File: config.mk
export PLATFORM = sky130hd
export DESIGN_NAME = muldiv_ctrl
export DESIGN_NICKNAME = d
export VERILOG_FILES = /design/src/rtl/rv32m_pkg.sv /design/src/rtl/muldiv_special_case.sv /design/src/rtl/muldiv_ctrl.sv
export SDC_FILE = /design/constraint.sdc
export NUM_CORES = 1
export LEC_CHECK = 0
export CELL_PAD_IN_SITES_DETAIL_PLACEMENT = 1
export CELL_PAD_IN_SITES_GLOBAL_PLACEMENT = 2
export CORE_ASPECT_RATIO = 1.4
export CORE_MARGIN = 2
export CORE_UTILIZATION = 24
export CTS_BUF_LIST = sky130_fd_sc_hd__clkbuf_4 sky130_fd_sc_hd__clkbuf_8
export DETAILED_ROUTE_END_ITERATION = 16
export GPL_ROUTABILITY_DRIVEN = 0
export PLACE_DENSITY = 0.92
export SYNTH_ARGS = -nofsm -noshare
export SYNTH_HDL_FRONTEND = slang
export SYNTH_HIERARCHICAL = 1
export SYNTH_SLANG_ARGS = --single-unit
File: constraint.sdc
create_clock -name clk_i -period 3.86 [get_ports clk_i]
set_clock_uncertainty 0.2 [all_clocks]
set_input_delay 0.772 -clock clk_i [delete_from_list [all_inputs] [get_ports clk_i]]
set_output_delay 0.772 -clock clk_i [all_outputs]
set_load 0.02 [all_outputs]
File: src/rtl/rv32m_pkg.sv
// Shared definitions for the RV32M issue/sequencing controller.
//   funct3_e : RV32M funct3 encodings (MUL .. REMU)
//   state_e  : controller FSM states
//   XLEN     : operand/result width
//   DIV0_Q   : quotient returned for a divide by zero (all ones)
//   INT_MIN  : most negative signed XLEN value
package rv32m_pkg;

    localparam int XLEN = 32;

    typedef enum logic [2:0] {
        F3_MUL    = 3'b000,
        F3_MULH   = 3'b001,
        F3_MULHSU = 3'b010,
        F3_MULHU  = 3'b011,
        F3_DIV    = 3'b100,
        F3_DIVU   = 3'b101,
        F3_REM    = 3'b110,
        F3_REMU   = 3'b111
    } funct3_e;

    typedef enum logic [1:0] {
        ST_IDLE = 2'd0,
        ST_CLR  = 2'd1,
        ST_RUN  = 2'd2,
        ST_RESP = 2'd3
    } state_e;

    localparam logic [XLEN-1:0] DIV0_Q  = {XLEN{1'b1}};
    localparam logic [XLEN-1:0] INT_MIN = {1'b1, {(XLEN-1){1'b0}}};

endpackage

File: src/rtl/muldiv_special_case.sv
// Combinational detector for RISC-V divide corner cases that are answered
// without running the divider.
//   funct3_i : RV32M funct3 of the incoming request
//   op_a_i   : dividend (rs1)
//   op_b_i   : divisor (rs2)
//   bypass_o : 1 when the result is fully determined here
//   value_o  : architectural result when bypass_o=1, else 0
module muldiv_special_case
    import rv32m_pkg::*;
(
    input  logic [2:0]      funct3_i,
    input  logic [XLEN-1:0] op_a_i,
    input  logic [XLEN-1:0] op_b_i,
    output logic            bypass_o,
    output logic [XLEN-1:0] value_o
);

    logic b_zero_s;
    logic sovf_s;

    assign b_zero_s = (op_b_i == {XLEN{1'b0}});
    // Signed overflow: INT_MIN / -1
    assign sovf_s   = (op_a_i == INT_MIN) && (op_b_i == DIV0_Q);

    // Corner-case result selection; multiplies never bypass
    always_comb begin
        bypass_o = 1'b0;
        value_o  = {XLEN{1'b0}};
        case (funct3_e'(funct3_i))
            F3_DIV: begin
                if (b_zero_s) begin
                    bypass_o = 1'b1;
                    value_o  = DIV0_Q;
                end else if (sovf_s) begin
                    bypass_o = 1'b1;
                    value_o  = INT_MIN;
                end else begin
                    bypass_o = 1'b0;
                    value_o  = {XLEN{1'b0}};
                end
            end
            F3_DIVU: begin
                if (b_zero_s) begin
                    bypass_o = 1'b1;
                    value_o  = DIV0_Q;
                end else begin
                    bypass_o = 1'b0;
                    value_o  = {XLEN{1'b0}};
                end
            end
            F3_REM: begin
                if (b_zero_s) begin
                    bypass_o = 1'b1;
                    value_o  = op_a_i;
                end else if (sovf_s) begin
                    bypass_o = 1'b1;
                    value_o  = {XLEN{1'b0}};
                end else begin
                    bypass_o = 1'b0;
                    value_o  = {XLEN{1'b0}};
                end
            end
            F3_REMU: begin
                if (b_zero_s) begin
                    bypass_o = 1'b1;
                    value_o  = op_a_i;
                end else begin
                    bypass_o = 1'b0;
                    value_o  = {XLEN{1'b0}};
                end
            end
            default: begin
                bypass_o = 1'b0;
                value_o  = {XLEN{1'b0}};
            end
        endcase
    end

endmodule

File: src/rtl/muldiv_ctrl.sv
// Issue/sequencing controller for the RV32M multiplier and divider units.
// Accepts one request at a time (valid/ready), latches operands, clears and
// enables the selected unit, waits for its done (bounded by TIMEOUT RUN
// cycles) and returns the result on a valid/ready response channel.
//   clk_i/rst_i                : clock, synchronous active-high reset
//   req_*_i/o, funct3_i, op_*  : request channel
//   flush_i                    : abort in-flight operation
//   resp_*                     : response channel (err = timeout abort)
//   unit_clr_o, mul/div_en_o   : unit sequencing controls
//   unit_a/b_o, signed_*, upper_rem_o : latched operands and decoded controls
//   mul/div_result_i, done_i   : unit results and completion levels
module muldiv_ctrl #(
    parameter int XLEN    = 32,
    parameter int TIMEOUT = 64,
    parameter int CNT_W   = 7
) (
    input  logic            clk_i,
    input  logic            rst_i,
    input  logic            req_valid_i,
    output logic            req_ready_o,
    input  logic [2:0]      funct3_i,
    input  logic [XLEN-1:0] op_a_i,
    input  logic [XLEN-1:0] op_b_i,
    input  logic [4:0]      rd_i,
    input  logic            flush_i,
    output logic            resp_valid_o,
    input  logic            resp_ready_i,
    output logic [XLEN-1:0] resp_data_o,
    output logic [4:0]      resp_rd_o,
    output logic            resp_err_o,
    output logic            unit_clr_o,
    output logic            mul_en_o,
    output logic            div_en_o,
    output logic [XLEN-1:0] unit_a_o,
    output logic [XLEN-1:0] unit_b_o,
    output logic            signed_a_o,
    output logic            signed_b_o,
    output logic            upper_rem_o,
    input  logic [XLEN-1:0] mul_result_i,
    input  logic [XLEN-1:0] div_result_i,
    input  logic            mul_done_i,
    input  logic            div_done_i
);

    import rv32m_pkg::*;

    state_e            state_q, state_d;
    logic              is_div_q, is_div_d;
    logic [XLEN-1:0]   a_q, a_d, b_q, b_d, data_q, data_d;
    logic [4:0]        rd_q, rd_d;
    logic              sa_q, sa_d, sb_q, sb_d, ur_q, ur_d;
    logic [CNT_W-1:0]  cnt_q, cnt_d, cnt_inc_s;
    logic              err_q, err_d;
    logic              clr_d;
    logic              req_ready_q, resp_valid_q, clr_q, mul_en_q, div_en_q;
    logic              accept_s, sel_done_s;
    logic              dec_sa_s, dec_sb_s, dec_ur_s;
    logic              bypass_s;
    logic [XLEN-1:0]   bypass_val_s;
    logic [XLEN-1:0]   sel_result_s;

    muldiv_special_case u_special (
        .funct3_i (funct3_i),
        .op_a_i   (op_a_i),
        .op_b_i   (op_b_i),
        .bypass_o (bypass_s),
        .value_o  (bypass_val_s)
    );

    assign accept_s     = req_valid_i && req_ready_q;
    assign sel_done_s   = is_div_q ? div_done_i : mul_done_i;
    assign sel_result_s = is_div_q ? div_result_i : mul_result_i;
    assign cnt_inc_s    = cnt_q + CNT_W'(1);

    // Decode operand signedness and upper-half/remainder select from funct3
    always_comb begin
        dec_sa_s = 1'b0;
        dec_sb_s = 1'b0;
        dec_ur_s = 1'b0;
        case (funct3_e'(funct3_i))
            F3_MUL:    begin dec_sa_s = 1'b0; dec_sb_s = 1'b0; dec_ur_s = 1'b0; end
            F3_MULH:   begin dec_sa_s = 1'b1; dec_sb_s = 1'b1; dec_ur_s = 1'b1; end
            F3_MULHSU: begin dec_sa_s = 1'b1; dec_sb_s = 1'b0; dec_ur_s = 1'b1; end
            F3_MULHU:  begin dec_sa_s = 1'b0; dec_sb_s = 1'b0; dec_ur_s = 1'b1; end
            F3_DIV:    begin dec_sa_s = 1'b1; dec_sb_s = 1'b1; dec_ur_s = 1'b0; end
            F3_DIVU:   begin dec_sa_s = 1'b0; dec_sb_s = 1'b0; dec_ur_s = 1'b0; end
            F3_REM:    begin dec_sa_s = 1'b1; dec_sb_s = 1'b1; dec_ur_s = 1'b1; end
            F3_REMU:   begin dec_sa_s = 1'b0; dec_sb_s = 1'b0; dec_ur_s = 1'b1; end
            default:   begin dec_sa_s = 1'b0; dec_sb_s = 1'b0; dec_ur_s = 1'b0; end
        endcase
    end

    // Next-state logic: flush dominates, then per-state sequencing
    always_comb begin
        state_d  = state_q;
        is_div_d = is_div_q;
        a_d      = a_q;
        b_d      = b_q;
        rd_d     = rd_q;
        sa_d     = sa_q;
        sb_d     = sb_q;
        ur_d     = ur_q;
        cnt_d    = cnt_q;
        data_d   = data_q;
        err_d    = err_q;
        clr_d    = 1'b0;
        if (flush_i && (state_q != ST_IDLE)) begin
            // Abort: clear the unit and drop any pending result
            state_d = ST_IDLE;
            clr_d   = 1'b1;
            data_d  = {XLEN{1'b0}};
            err_d   = 1'b0;
            cnt_d   = {CNT_W{1'b0}};
        end else begin
            case (state_q)
                ST_IDLE: begin
                    if (accept_s) begin
                        is_div_d = funct3_i[2];
                        a_d      = op_a_i;
                        b_d      = op_b_i;
                        rd_d     = rd_i;
                        sa_d     = dec_sa_s;
                        sb_d     = dec_sb_s;
                        ur_d     = dec_ur_s;
                        cnt_d    = {CNT_W{1'b0}};
                        err_d    = 1'b0;
                        if (bypass_s) begin
                            // Result known at accept; the divider is never started
                            state_d = ST_RESP;
                            data_d  = bypass_val_s;
                        end else begin
                            state_d = ST_CLR;
                            clr_d   = 1'b1;
                        end
                    end else begin
                        state_d = ST_IDLE;
                    end
                end
                ST_CLR: begin
                    state_d = ST_RUN;
                end
                ST_RUN: begin
                    cnt_d = cnt_inc_s;
                    if (sel_done_s) begin
                        state_d = ST_RESP;
                        data_d  = sel_result_s;
                        err_d   = 1'b0;
                    end else if (cnt_inc_s == CNT_W'(TIMEOUT)) begin
                        // RUN has lasted TIMEOUT cycles: abort the unit
                        state_d = ST_RESP;
                        data_d  = {XLEN{1'b0}};
                        err_d   = 1'b1;
                        clr_d   = 1'b1;
                    end else begin
                        state_d = ST_RUN;
                    end
                end
                ST_RESP: begin
                    if (resp_ready_i) begin
                        state_d = ST_IDLE;
                        data_d  = {XLEN{1'b0}};
                        err_d   = 1'b0;
                    end else begin
                        state_d = ST_RESP;
                    end
                end
                default: begin
                    state_d = ST_IDLE;
                end
            endcase
        end
    end

    // State, latches and registered outputs (decoded from next state)
    always_ff @(posedge clk_i) begin
        if (rst_i) begin
            state_q      <= ST_IDLE;
            is_div_q     <= 1'b0;
            a_q          <= {XLEN{1'b0}};
            b_q          <= {XLEN{1'b0}};
            rd_q         <= 5'd0;
            sa_q         <= 1'b0;
            sb_q         <= 1'b0;
            ur_q         <= 1'b0;
            cnt_q        <= {CNT_W{1'b0}};
            data_q       <= {XLEN{1'b0}};
            err_q        <= 1'b0;
            req_ready_q  <= 1'b1;
            resp_valid_q <= 1'b0;
            clr_q        <= 1'b0;
            mul_en_q     <= 1'b0;
            div_en_q     <= 1'b0;
        end else begin
            state_q      <= state_d;
            is_div_q     <= is_div_d;
            a_q          <= a_d;
            b_q          <= b_d;
            rd_q         <= rd_d;
            sa_q         <= sa_d;
            sb_q         <= sb_d;
            ur_q         <= ur_d;
            cnt_q        <= cnt_d;
            data_q       <= data_d;
            err_q        <= err_d;
            req_ready_q  <= (state_d == ST_IDLE);
            resp_valid_q <= (state_d == ST_RESP);
            clr_q        <= clr_d;
            mul_en_q     <= (state_d == ST_RUN) && !is_div_d;
            div_en_q     <= (state_d == ST_RUN) && is_div_d;
        end
    end

    assign req_ready_o  = req_ready_q;
    assign resp_valid_o = resp_valid_q;
    assign resp_data_o  = data_q;
    assign resp_rd_o    = rd_q;
    assign resp_err_o   = err_q;
    assign unit_clr_o   = clr_q;
    assign mul_en_o     = mul_en_q;
    assign div_en_o     = div_en_q;
    assign unit_a_o     = a_q;
    assign unit_b_o     = b_q;
    assign signed_a_o   = sa_q;
    assign signed_b_o   = sb_q;
    assign upper_rem_o  = ur_q;

endmodule

==> impl_metrics.py, run 1 <==
metrics = {
    "status": {
        "outcome": "finished, final reports clean",
    },
    "power": {
        "peakVddDrop_mv": 0.180,
        "p_comb_share_pct": 23.4,
        "switchingPower_w": 0.00105,
        "internal-power_w": 0.00221,
        "leakage_nw": 3.34,
        "powerDensity_nw_per_um2": 357,
        "pwr-share-seq_pct": 41.5,
        "switching_share_pct": 32.2,
        "clock_power_share_pct": 35.0,
    },
    "route": {
        "via_count": 6191,
        "drtIter0Drc": 274,
        "drtPass1Iterations": 4,
        "drc": 0,
        "viasPerCell": 4.83,
        "postRouteAntennaNets": 0,
        "routed_wl_mm": 24.4,
        "avgRoutedWirePerCell_um": 19.0,
    },
    "logic_synthesis": {
        "ys_seq_elements": 120,
        "synth_area_per_cell_um2": 8.35,
        "syn_nets": 862,
        "seq_area_frac_synth_pct": 40.2,
        "synth_area_um2": 5980,
        "netlist_instances": 716,
        "yosys_warnings": 6,
        "yosysUniqueCellTypes": 55,
        "synth-edff-count": 0,
        "yosys_most_used_dff": "dfxtp_1",
        "async_flop_share_pct": 0,
    },
    "timing": {
        "drv_slew": 0,
        "rsz0062_at_grt": "false",
        "fin_ws_ps": 570,
        "setup_violations": 0,
        "finalHoldViolations": 0,
        "tightestPinTransition_ps": 929,
        "final.min_clock_period_ps": 3290,
        "fmax_mhz": 304,
        "slew-limit-headroom_pct": 38.1,
        "fin_crit_sh_pct": 85.2,
    },
    "die": {
        "die-area_um2": 26200,
        "die_width_um": 137,
        "io_pins": 253,
        "die_height_um": 191,
        "coreArea_um2": 24600,
        "floorplan.initialDensity_pct": 24.3,
        "std_cell_rows": 68,
    },
    "cts": {
        "hold_buffers": 0,
        "clk_latency_ps": 470,
        "h-tree-depth": 4,
        "cts_setup_buffers": 0,
        "cts_root_buf": "clkbuf_8",
        "cts_resized": 0,
        "cts_tree": "yes",
        "clk_pin_slew_worst_paths_ps": 70,
        "cts_buffer_depth": 2,
        "clock_sinks": 120,
        "cts_inserted_buffers": 17,
    },
    "global_route": {
        "grt_start_max_net_pins": 56,
        "grt_pass1_vias": 6487,
        "groute.usage.overall_pct": 18.7,
        "met2_usage_pct": 34.5,
        "grt_first_pass_wirelength_mm": 37.3,
        "grt.busiest_layer": "met2",
        "overflow": 0,
        "grtUsageMet3_pct": 4.89,
        "met1_usage_pct": 20.5,
        "antenna_found_initial": 0,
    },
    "layout": {
        "layout.cells.non_filler": 1282,
        "postLayoutCellArea_um2": 9150,
        "area_growth_pct": 53.0,
        "nets": 1100,
        "layout-drive-gt1-share_pct": 11.4,
        "antenna_cells": 0,
        "post-route-util_pct": 37.2,
    },
    "placement": {
        "portBuffers": 252,
        "place_ws_ps": -30.2,
        "dpl_cell_area_um2": 8770,
        "hpwl_mm": 18.6,
        "dpl.cell_count": 1250,
    },
    "critical_path": {
        "cp-end-kind": "flop",
        "slowest_delay_ps": 640,
        "worstPathMaxFanout": 10,
        "start_kind": "primary input",
        "cp_slowest_cell": "nor4_1",
        "critPathTopFamily": "simple AND/OR/NAND/NOR gates",
        "crit_required_ps": 4060,
        "crit_chain": "clkdlybuf4s50_1, nor4_1, and4_1, nand2_1, o31ai_2, nand2_4, a222oi_1, buf_4, buf_4, o221a_1",
        "criticalPathCategory": "primary input to flop",
        "r2r-start": "state_q[1]",
        "crit_path_frequent_cell": "buf_4",
        "cp_num_buf_inv": 3,
        "arrival_ps": 3490,
        "crit_start": "op_a_i[13]",
    },
    "min_path": {
        "hold_start": "unit_a_o[21]",
        "min_path_type": "flop to flop",
    },
    "flow_run": {
        "maxCapViolations": 0,
    },
}
## cell usage in the layout, fill, tap and decap left out, types with 2 or more instances in the layout
cell type and count:
a21oi_1 85, a21oi_2 30, a31oi_1 2, buf_12 3
buf_2 2, buf_4 24, clkbuf_8 19, clkdlybuf4s50_1 250
clkinv_2 3, clkinv_4 2, clkinvlp_4 3, dfxtp_1 119
ha_1 3, inv_1 37, inv_6 4, mux2i_1 32
nand2_1 153, nand2b_1 2, nand3_1 5, nand3_4 2
nand4_1 8, nand4b_1 2, nor2_1 52, nor3_1 4
nor4_1 14, o211ai_1 2, o21ai_0 6, o21ai_1 2
o221a_1 33, o32ai_1 32, or3_1 2
## tightest hold or removal path, cell delays in order (launching register included)
cell	delay [ps]
dfxtp_1	310
nand2_1	50
a21oi_1	50
## path summary, 6_finish.rpt
| kind | to | slack (ps) | cells past startpoint |
|---|---|---|---|
| worst max-delay path | resp_data_o[19] | 570 | 10 |
| worst min-delay path | unit_a_o[21] | 260 | 2 |
| worst max register to register | cnt_q[4] | 1190 | 6 |
| worst min register to register | unit_a_o[21] | 260 | 2 |
## power groups by stage
stage | logic [W] | registers [W] | clock network (W)
global placement | 0.000765 | 0.00138 | 0
detailed placement | 0.000772 | 0.00138 | 0
floorplan | 0.000269 | 0.00146 | 0
CTS | 0.000776 | 0.00136 | 0.00117
global route | 0.000824 | 0.00137 | 0.00122
finish | 0.000765 | 0.00136 | 0.00114
## flip-flops by register name, summed over array words and instances (netlist names)
register	cells
unit_a_o	32
unit_clr_o	1
cnt_q	7
upper_rem_o	1
resp_rd_o	5
signed_a_o	1
signed_b_o	1
req_ready_o	1
resp_data_o	32
div_en_o	1
mul_en_o	1
state_q	2
is_div_q	1
resp_err_o	1
unit_b_o	32
resp_valid_o	1
## cell families after synthesis
group | share of synthesized area (%)
DFF | 40.2
AOI/OAI and AO/OA | 25.4
buffers and inverters | 8.92
and+or+nand+nor | 19.3
adders and majority gates | 0.628
muxes | 5.59
## metal layers
| layer | routed length (µm) | vias to the layer above |
|---|---|---|
| met3 | 1380 | 27 |
| li1 | - | 3018 |
| met4 | 527 | 0 |
| met2 | 13000 | 172 |
| met1 | 9490 | 2974 |
| met5 | 0 | - |
## Yosys cell counts, drive strengths merged (2+ instances only)
master | instances | share of area, %
dlygate4sd1 | 6 | 0.88
nor3 | 4 | 0.33
nand4b | 2 | 0.29
clkbuf | 25 | 1.6
buf | 25 | 3.4
mux2i | 33 | 5.6
o32ai | 32 | 4.7
and2 | 2 | 0.23
nand3 | 7 | 0.80
nor4 | 15 | 1.8
a21oi | 116 | 12
nand2 | 155 | 9.9
ha | 3 | 0.63
and3 | 2 | 0.21
a21o | 2 | 0.27
o211ai | 2 | 0.25
dlygate4sd3 | 4 | 0.67
nand2b | 2 | 0.21
nor2 | 52 | 3.3
dfxtp | 120 | 40
o21ai | 9 | 0.82
nand4 | 8 | 0.84
a31oi | 2 | 0.21
o221a | 33 | 6.2
or3 | 3 | 0.31
inv | 38 | 2.4
and3b | 2 | 0.31
## stage by stage
stage / TNS, ps / hold slack [ps] / power [W]
floorplan: 0 / 262 / 0.00173
CTS: 0 / 258 / 0.00330
global route: 0 / 269 / 0.00341
global placement: 0 / 240 / 0.00215
detailed placement: -356 / 248 / 0.00216
finish: 0 / 256 / 0.00326
## cell type report
type | count | area [µm²]
Tap cell | 315 | 394
Timing Repair Buffer | 279 | 2750
Sequential cell | 120 | 2400
Clock inverter | 13 | 120
Multi-Input combinational cell | 498 | 3070
Fill cell | 2854 | 15400
Clock buffer | 19 | 262
Inverter | 38 | 143
(Power assumes the default switching activity.)
==> inputs of run 2 (changes only) <==
==> constraint.sdc (replaced) <==
create_clock -name clk_i -period 3.86 [get_ports clk_i]
set_clock_uncertainty 0.2 [all_clocks]
set_input_delay 1.158 -clock clk_i [delete_from_list [all_inputs] [get_ports clk_i]]
set_output_delay 1.158 -clock clk_i [all_outputs]
set_load 0.02 [all_outputs]
==> impl_metrics.py, run 2 (synthesized netlist as in run 1, its figures left out) <==
metrics = {
    "status": {
        "outcome": "finished, final reports clean",
    },
    "die": {
        "die-area_um2": 26200,
        "std_cell_rows": 68,
        "io_pins": 253,
        "coreArea_um2": 24600,
        "floorplan.initialDensity_pct": 24.3,
        "die_height_um": 191,
        "die_width_um": 137,
    },
    "global_route": {
        "grt_pass1_vias": 6577,
        "grt_first_pass_wirelength_mm": 36.9,
        "antenna_found_initial": 1,
        "overflow": 0,
        "groute.usage.overall_pct": 18.6,
        "grt_start_max_net_pins": 74,
    },
    "cts": {
        "clk_pin_slew_worst_paths_ps": 70,
        "h-tree-depth": 4,
        "cts_inserted_buffers": 17,
        "cts_tree": "yes",
        "clock_sinks": 120,
        "clk_latency_ps": 460,
        "hold_buffers": 0,
        "cts_buffer_depth": 2,
        "cts_setup_buffers": 0,
        "cts_resized": 0,
        "cts_root_buf": "clkbuf_8",
    },
    "power": {
        "p_comb_share_pct": 23.9,
        "switching_share_pct": 30.4,
        "power_w": 0.00334,
        "peakVddDrop_mv": 0.176,
        "powerDensity_nw_per_um2": 353,
        "pwr-share-seq_pct": 40.6,
        "clock_power_share_pct": 35.5,
        "internal-power_w": 0.00232,
        "leakage_nw": 3.53,
        "switchingPower_w": 0.00102,
    },
    "route": {
        "viasPerCell": 4.82,
        "via_count": 6350,
        "drtPass1Iterations": 5,
        "drtIter0Drc": 345,
        "avgRoutedWirePerCell_um": 18.5,
        "postRouteAntennaNets": 0,
        "routed_wl_mm": 24.3,
        "drc": 0,
    },
    "min_path": {
        "hold_start": "signed_b_o",
        "min_path_type": "flop to flop",
        "whs_endpoint": "signed_b_o",
        "hold_depth": 2,
    },
    "critical_path": {
        "start_kind": "primary input",
        "rrSetupSlack_ps": 1410,
        "r2r-start": "cnt_q[2]",
        "critPathTopFamily": "simple AND/OR/NAND/NOR gates",
        "crit_required_ps": 4060,
        "criticalPathCategory": "primary input to flop",
        "cp_slowest_cell": "nor4b_1",
        "slowest_delay_ps": 620,
        "cp_num_cells": 10,
        "cp_num_buf_inv": 3,
        "worstPathMaxFanout": 10,
        "cp-end-kind": "flop",
        "crit_path_frequent_cell": "buf_4",
        "crit_chain": "clkdlybuf4s50_1, nor4b_1, nand4_1, or3_2, o31ai_2, nand2_4, a222oi_1, buf_4, buf_4, o221a_1",
        "arrival_ps": 3950,
        "ff2ff_path_depth": 6,
        "rr_endpoint": "resp_data_o[0]",
    },
    "placement": {
        "portBuffers": 252,
        "hpwl_mm": 18.5,
    },
    "layout": {
        "area_growth_pct": 58.3,
        "nets": 1135,
        "layout-drive-gt1-share_pct": 14.5,
        "antenna_cells": 0,
        "layout_common_cells": "clkdlybuf4s50_1, nand2_1, dfxtp_1",
        "layout_commonest_cell": "clkdlybuf4s50_1",
    },
    "timing": {
        "drv_slew": 0,
        "fin_crit_sh_pct": 97.2,
        "final.min_clock_period_ps": 3750,
        "rsz0062_at_grt": "false",
        "slew-limit-headroom_pct": 29.7,
        "tightestPinTransition_ps": 1050,
        "fmax_mhz": 266,
        "finalHoldViolations": 0,
        "fin_hold_ws_ps": 251,
        "setup_violations": 0,
    },
    "flow_run": {
        "maxCapViolations": 0,
    },
}
run 2: changes by cell type in the layout (fill, tap and decap cells not counted):
cell	previous run	this run
buf_4	24	57
inv_6	4	0
buf_12	3	5
bufinv_16	1	2
clkbuf_4	0	1
clkbuf_8	19	20
clkinvlp_4	3	4
run 2: metal layers:
layer | vias up | GRT usage [%] | share of wire [%]
met4 | 2 | 6.86 | 2.8
met3 | 38 | 4.92 | 5.4
li1 | 3083 | - | -
met2 | 184 | 34.0 | 53
met5 | - | 0 | 0.053
met1 | 3043 | 20.1 | 39
run 2: worst register-to-register path, stage by stage, from the launching register on:
cell and delay, ps:
dfxtp_1 510, nand3_4 150, o211a_1 260, o2111a_2 290, o21ai_2 530, buf_12 250, o221a_1 200
run 2: worst max-delay path by stage:
stage	end	startpoint	slack (ps)
after floorplan	resp_data_o[0]	op_b_i[31]	380
after global placement	resp_data_o[14]	op_b_i[26]	-250
after detailed placement	resp_data_o[18]	op_b_i[31]	-320
after CTS	resp_data_o[18]	funct3_i[2]	170
after global routing	resp_data_o[18]	op_b_i[31]	30
final	resp_data_o[18]	op_b_i[31]	110
run 2: power groups by stage:
stage	registers (W)	clock network (W)	logic, W
6_report	0.00136	0.00119	0.000798
5_1_grt	0.00136	0.00128	0.000859
4_1_cts	0.00136	0.00124	0.000808
3_5_place_dp	0.00138	0	0.000805
3_3_place_gp	0.00138	0	0.000796
2_1_floorplan	0.00146	0	0.000269
run 2: area by class of cell:
class	count	area, µm²
clock buffer	21	283
clock inverter	11	123
fill	2877	15100
inverter	38	143
multi-input combinational	498	3070
sequential	120	2400
tap	315	394
timing repair buffer	314	3040
run 2: through the flow:
| stage | setup WS (ps) | setup TNS (ps) | std cells | utilization, % | area, µm² |
|---|---|---|---|---|---|
| 4_1_cts | 166 | 0 | 1317 | 38.5 | 9460 |
| 6_report | 106 | 0 | 1317 | 38.5 | 9460 |
| 3_5_place_dp | -320 | -9970 | 1285 | 36.8 | 9050 |
| 3_3_place_gp | -253 | -8030 | 1285 | 36.8 | 9050 |
| 2_1_floorplan | 376 | 0 | 716 | - | 5980 |
| 5_1_grt | 28.9 | 0 | 1317 | 38.5 | 9460 |
==> inputs of run 3 (changes only) <==
--- a/config.mk
+++ b/config.mk
@@ -10,11 +10,10 @@
 export CORE_ASPECT_RATIO = 1.4
 export CORE_MARGIN = 2
-export CORE_UTILIZATION = 24
+export CORE_UTILIZATION = 23
 export CTS_BUF_LIST = sky130_fd_sc_hd__clkbuf_4 sky130_fd_sc_hd__clkbuf_8
 export DETAILED_ROUTE_END_ITERATION = 16
 export GPL_ROUTABILITY_DRIVEN = 0
-export PLACE_DENSITY = 0.92
+export PLACE_DENSITY = 0.94
 export SYNTH_ARGS = -nofsm -noshare
 export SYNTH_HDL_FRONTEND = slang
-export SYNTH_HIERARCHICAL = 1
 export SYNTH_SLANG_ARGS = --single-unit
--- a/constraint.sdc
+++ b/constraint.sdc
@@ -3,3 +3,3 @@
 set_input_delay 1.158 -clock clk_i [delete_from_list [all_inputs] [get_ports clk_i]]
 set_output_delay 1.158 -clock clk_i [all_outputs]
-set_load 0.02 [all_outputs]
+set_load 0.1 [all_outputs]
==> impl_metrics.py, run 3 <==
metrics = {
    "status": {
        "outcome": "finished, final reports clean",
    },
    "power": {
        "switching_share_pct": 40.9,
        "clock_power_share_pct": 29.4,
        "powerDensity_nw_per_um2": 451,
        "p_comb_share_pct": 36.0,
        "internal-power_w": 0.00235,
        "pwr-share-seq_pct": 34.6,
        "leakage_nw": 3.44,
        "switchingPower_w": 0.00163,
        "peakVddDrop_mv": 0.243,
    },
    "critical_path": {
        "worstPathMaxFanout": 35,
        "crit_required_ps": 3990,
        "arrival_ps": 3690,
        "crit_chain": "clkdlybuf4s50_1, nor4b_2, nand4_1, or4_4, o211a_1, buf_12, nor3_1, nor3_1",
        "crit_path_frequent_cell": "nor3_1",
        "r2r-start": "state_q[1]",
        "crit_start": "op_a_i[31]",
        "cp-end-kind": "flop",
        "cp_slowest_cell": "or4_4",
        "criticalPathCategory": "primary input to flop",
        "start_kind": "primary input",
        "slowest_delay_ps": 600,
    },
    "logic_synthesis": {
        "synth_top_area_cell": "dfxtp_1",
        "synth_area_leaders": "dfxtp_1, a21oi_1, nand2_1",
        "synth_area_um2": 5480,
        "async_flop_share_pct": 0,
        "synth.most_common_cell": "nand2_1",
        "syn_nets": 865,
        "yosysUniqueCellTypes": 40,
        "seq_area_frac_synth_pct": 43.8,
        "yosys_most_used_dff": "dfxtp_1",
        "synthTopCellsByCount": "nand2_1, dfxtp_1, a21oi_1",
        "synth-edff-count": 0,
        "netlist_instances": 717,
        "synth_area_per_cell_um2": 7.65,
        "synth_top_area_share_pct": 43.8,
        "ys_seq_elements": 120,
        "yosys_warnings": 0,
    },
    "route": {
        "drtIter0Drc": 276,
        "postRouteAntennaNets": 0,
        "drc": 0,
        "via_count": 6344,
        "routed_wl_mm": 25.3,
        "drtPass1Iterations": 4,
        "avgRoutedWirePerCell_um": 19.3,
        "viasPerCell": 4.83,
    },
    "cts": {
        "cts_inserted_buffers": 17,
        "cts_tree": "yes",
        "h-tree-depth": 4,
        "clk_pin_slew_worst_paths_ps": 70,
        "hold_buffers": 0,
        "cts_root_buf": "clkbuf_8",
        "clock_sinks": 120,
        "cts_buffer_depth": 2,
        "clk_latency_ps": 460,
    },
    "flow_run": {
        "maxCapViolations": 0,
    },
    "timing": {
        "setup_violations": 0,
        "tightestPinTransition_ps": 1130,
        "slew-limit-headroom_pct": 24.6,
        "fin_crit_sh_pct": 92.4,
        "fin_hold_ws_ps": 260,
        "rsz0062_at_grt": "false",
        "drv_slew": 0,
        "fmax_mhz": 280,
        "final.min_clock_period_ps": 3570,
        "finalHoldViolations": 0,
    },
    "layout": {
        "layout_common_cells": "buf_4, nand2_1, clkdlybuf4s50_1",
        "layout_commonest_cell": "buf_4",
        "area_growth_pct": 60.9,
        "postLayoutCellArea_um2": 8820,
        "nets": 1141,
        "layout-drive-gt1-share_pct": 21.7,
        "fill_cells": 2843,
    },
    "min_path": {
        "hold_start": "unit_b_o[17]",
        "min_path_type": "flop to flop",
    },
    "die": {
        "die_height_um": 187,
        "coreArea_um2": 23400,
        "die_width_um": 135,
        "die-area_um2": 25100,
        "io_pins": 253,
        "std_cell_rows": 66,
        "floorplan.initialDensity_pct": 23.5,
    },
    "placement": {
        "portBuffers": 252,
        "dpl_cell_area_um2": 8410,
        "hpwl_mm": 19.3,
    },
    "global_route": {
        "antenna_found_initial": 1,
        "overflow": 0,
        "groute.usage.overall_pct": 20.0,
        "grt_start_max_net_pins": 73,
        "grt_pass1_vias": 6466,
        "grt_first_pass_wirelength_mm": 38.3,
    },
}
[run 3: changes by cell type in the layout (fill, tap and decap cells not counted), sizes merged, moves of 32 or more]
cell / before / now
nor3: 4 / 71
clkdlybuf4s50: 250 / 141
o32ai: 32 / 0
inv: 38 / 4
o221a: 33 / 0
buf: 64 / 175
[run 3: logic make-up after synthesis]
group	synth area share (%)
mux	6.41
fa+ha+maj	1.14
flops	43.8
compound gates	16.8
buf+inv	4.70
simple gates	27.2
[run 3: cell type report]
| type | instances | area (µm²) | share of cell area, % |
|---|---|---|---|
| timing repair buffer | 316 | 2770 | 31.4 |
| clock inverter | 12 | 125 | 1.42 |
| sequential | 120 | 2400 | 27.2 |
| inverter | 4 | 15.0 | 0.170 |
| tap | 306 | 383 | 4.34 |
| multi-input combinational | 534 | 2850 | 32.3 |
| clock buffer | 20 | 275 | 3.12 |
| antenna | 1 | 2.50 | 0.0284 |
[run 3: final timing paths]
path	to	slack, ps	cells past startpoint
max	resp_data_o[11]	290	8
min	unit_b_o[17]	260	2
max reg2reg	resp_data_o[12]	1380	5
min reg2reg	unit_b_o[17]	260	2
[run 3: repair_timing]
action | CTS | global route
endpoints found under the setup margin | 3 | 0
resized for setup | 1 | 0
buffers inserted | 0 | 0
[run 3: power groups by stage]
stage                     combinational [W]  clock, W  sequential, W
after floorplan                    0.000338         0        0.00201
after global placement              0.00142         0        0.00140
after detailed placement            0.00144         0        0.00141
after CTS                           0.00144   0.00121        0.00138
after global routing                0.00150   0.00126        0.00139
final                               0.00143   0.00117        0.00138
[run 3: critical path: cells and delay by family]
kind,cells,cell delay [ps]
compound gates,1,260
buf+inv,2,760
simple gates,5,1480
[run 3: per-stage QoR]
step | utilization [%] | std cells | TNS [ps] | setup WS, ps | total power [W]
2_1_floorplan | - | 717 | 0 | 518 | 0.00234
3_3_place_gp | 36.0 | 1280 | -16090 | -465 | 0.00283
3_5_place_dp | 36.0 | 1280 | -17600 | -519 | 0.00284
4_1_cts | 37.7 | 1312 | 0 | 170 | 0.00403
5_1_grt | 37.8 | 1313 | 0 | 84.3 | 0.00415
6_report | 37.8 | 1313 | 0 | 294 | 0.00398
[run 3: per-layer routing]
| metal | GRT usage [%] | up-vias | routed length [µm] |
|---|---|---|---|
| met5 | 0 | - | 0 |
| li1 | - | 3066 | - |
| met4 | 8.87 | 0 | 874 |
| met1 | 23.0 | 3065 | 10300 |
| met3 | 3.91 | 47 | 969 |
| met2 | 35.3 | 166 | 13200 |
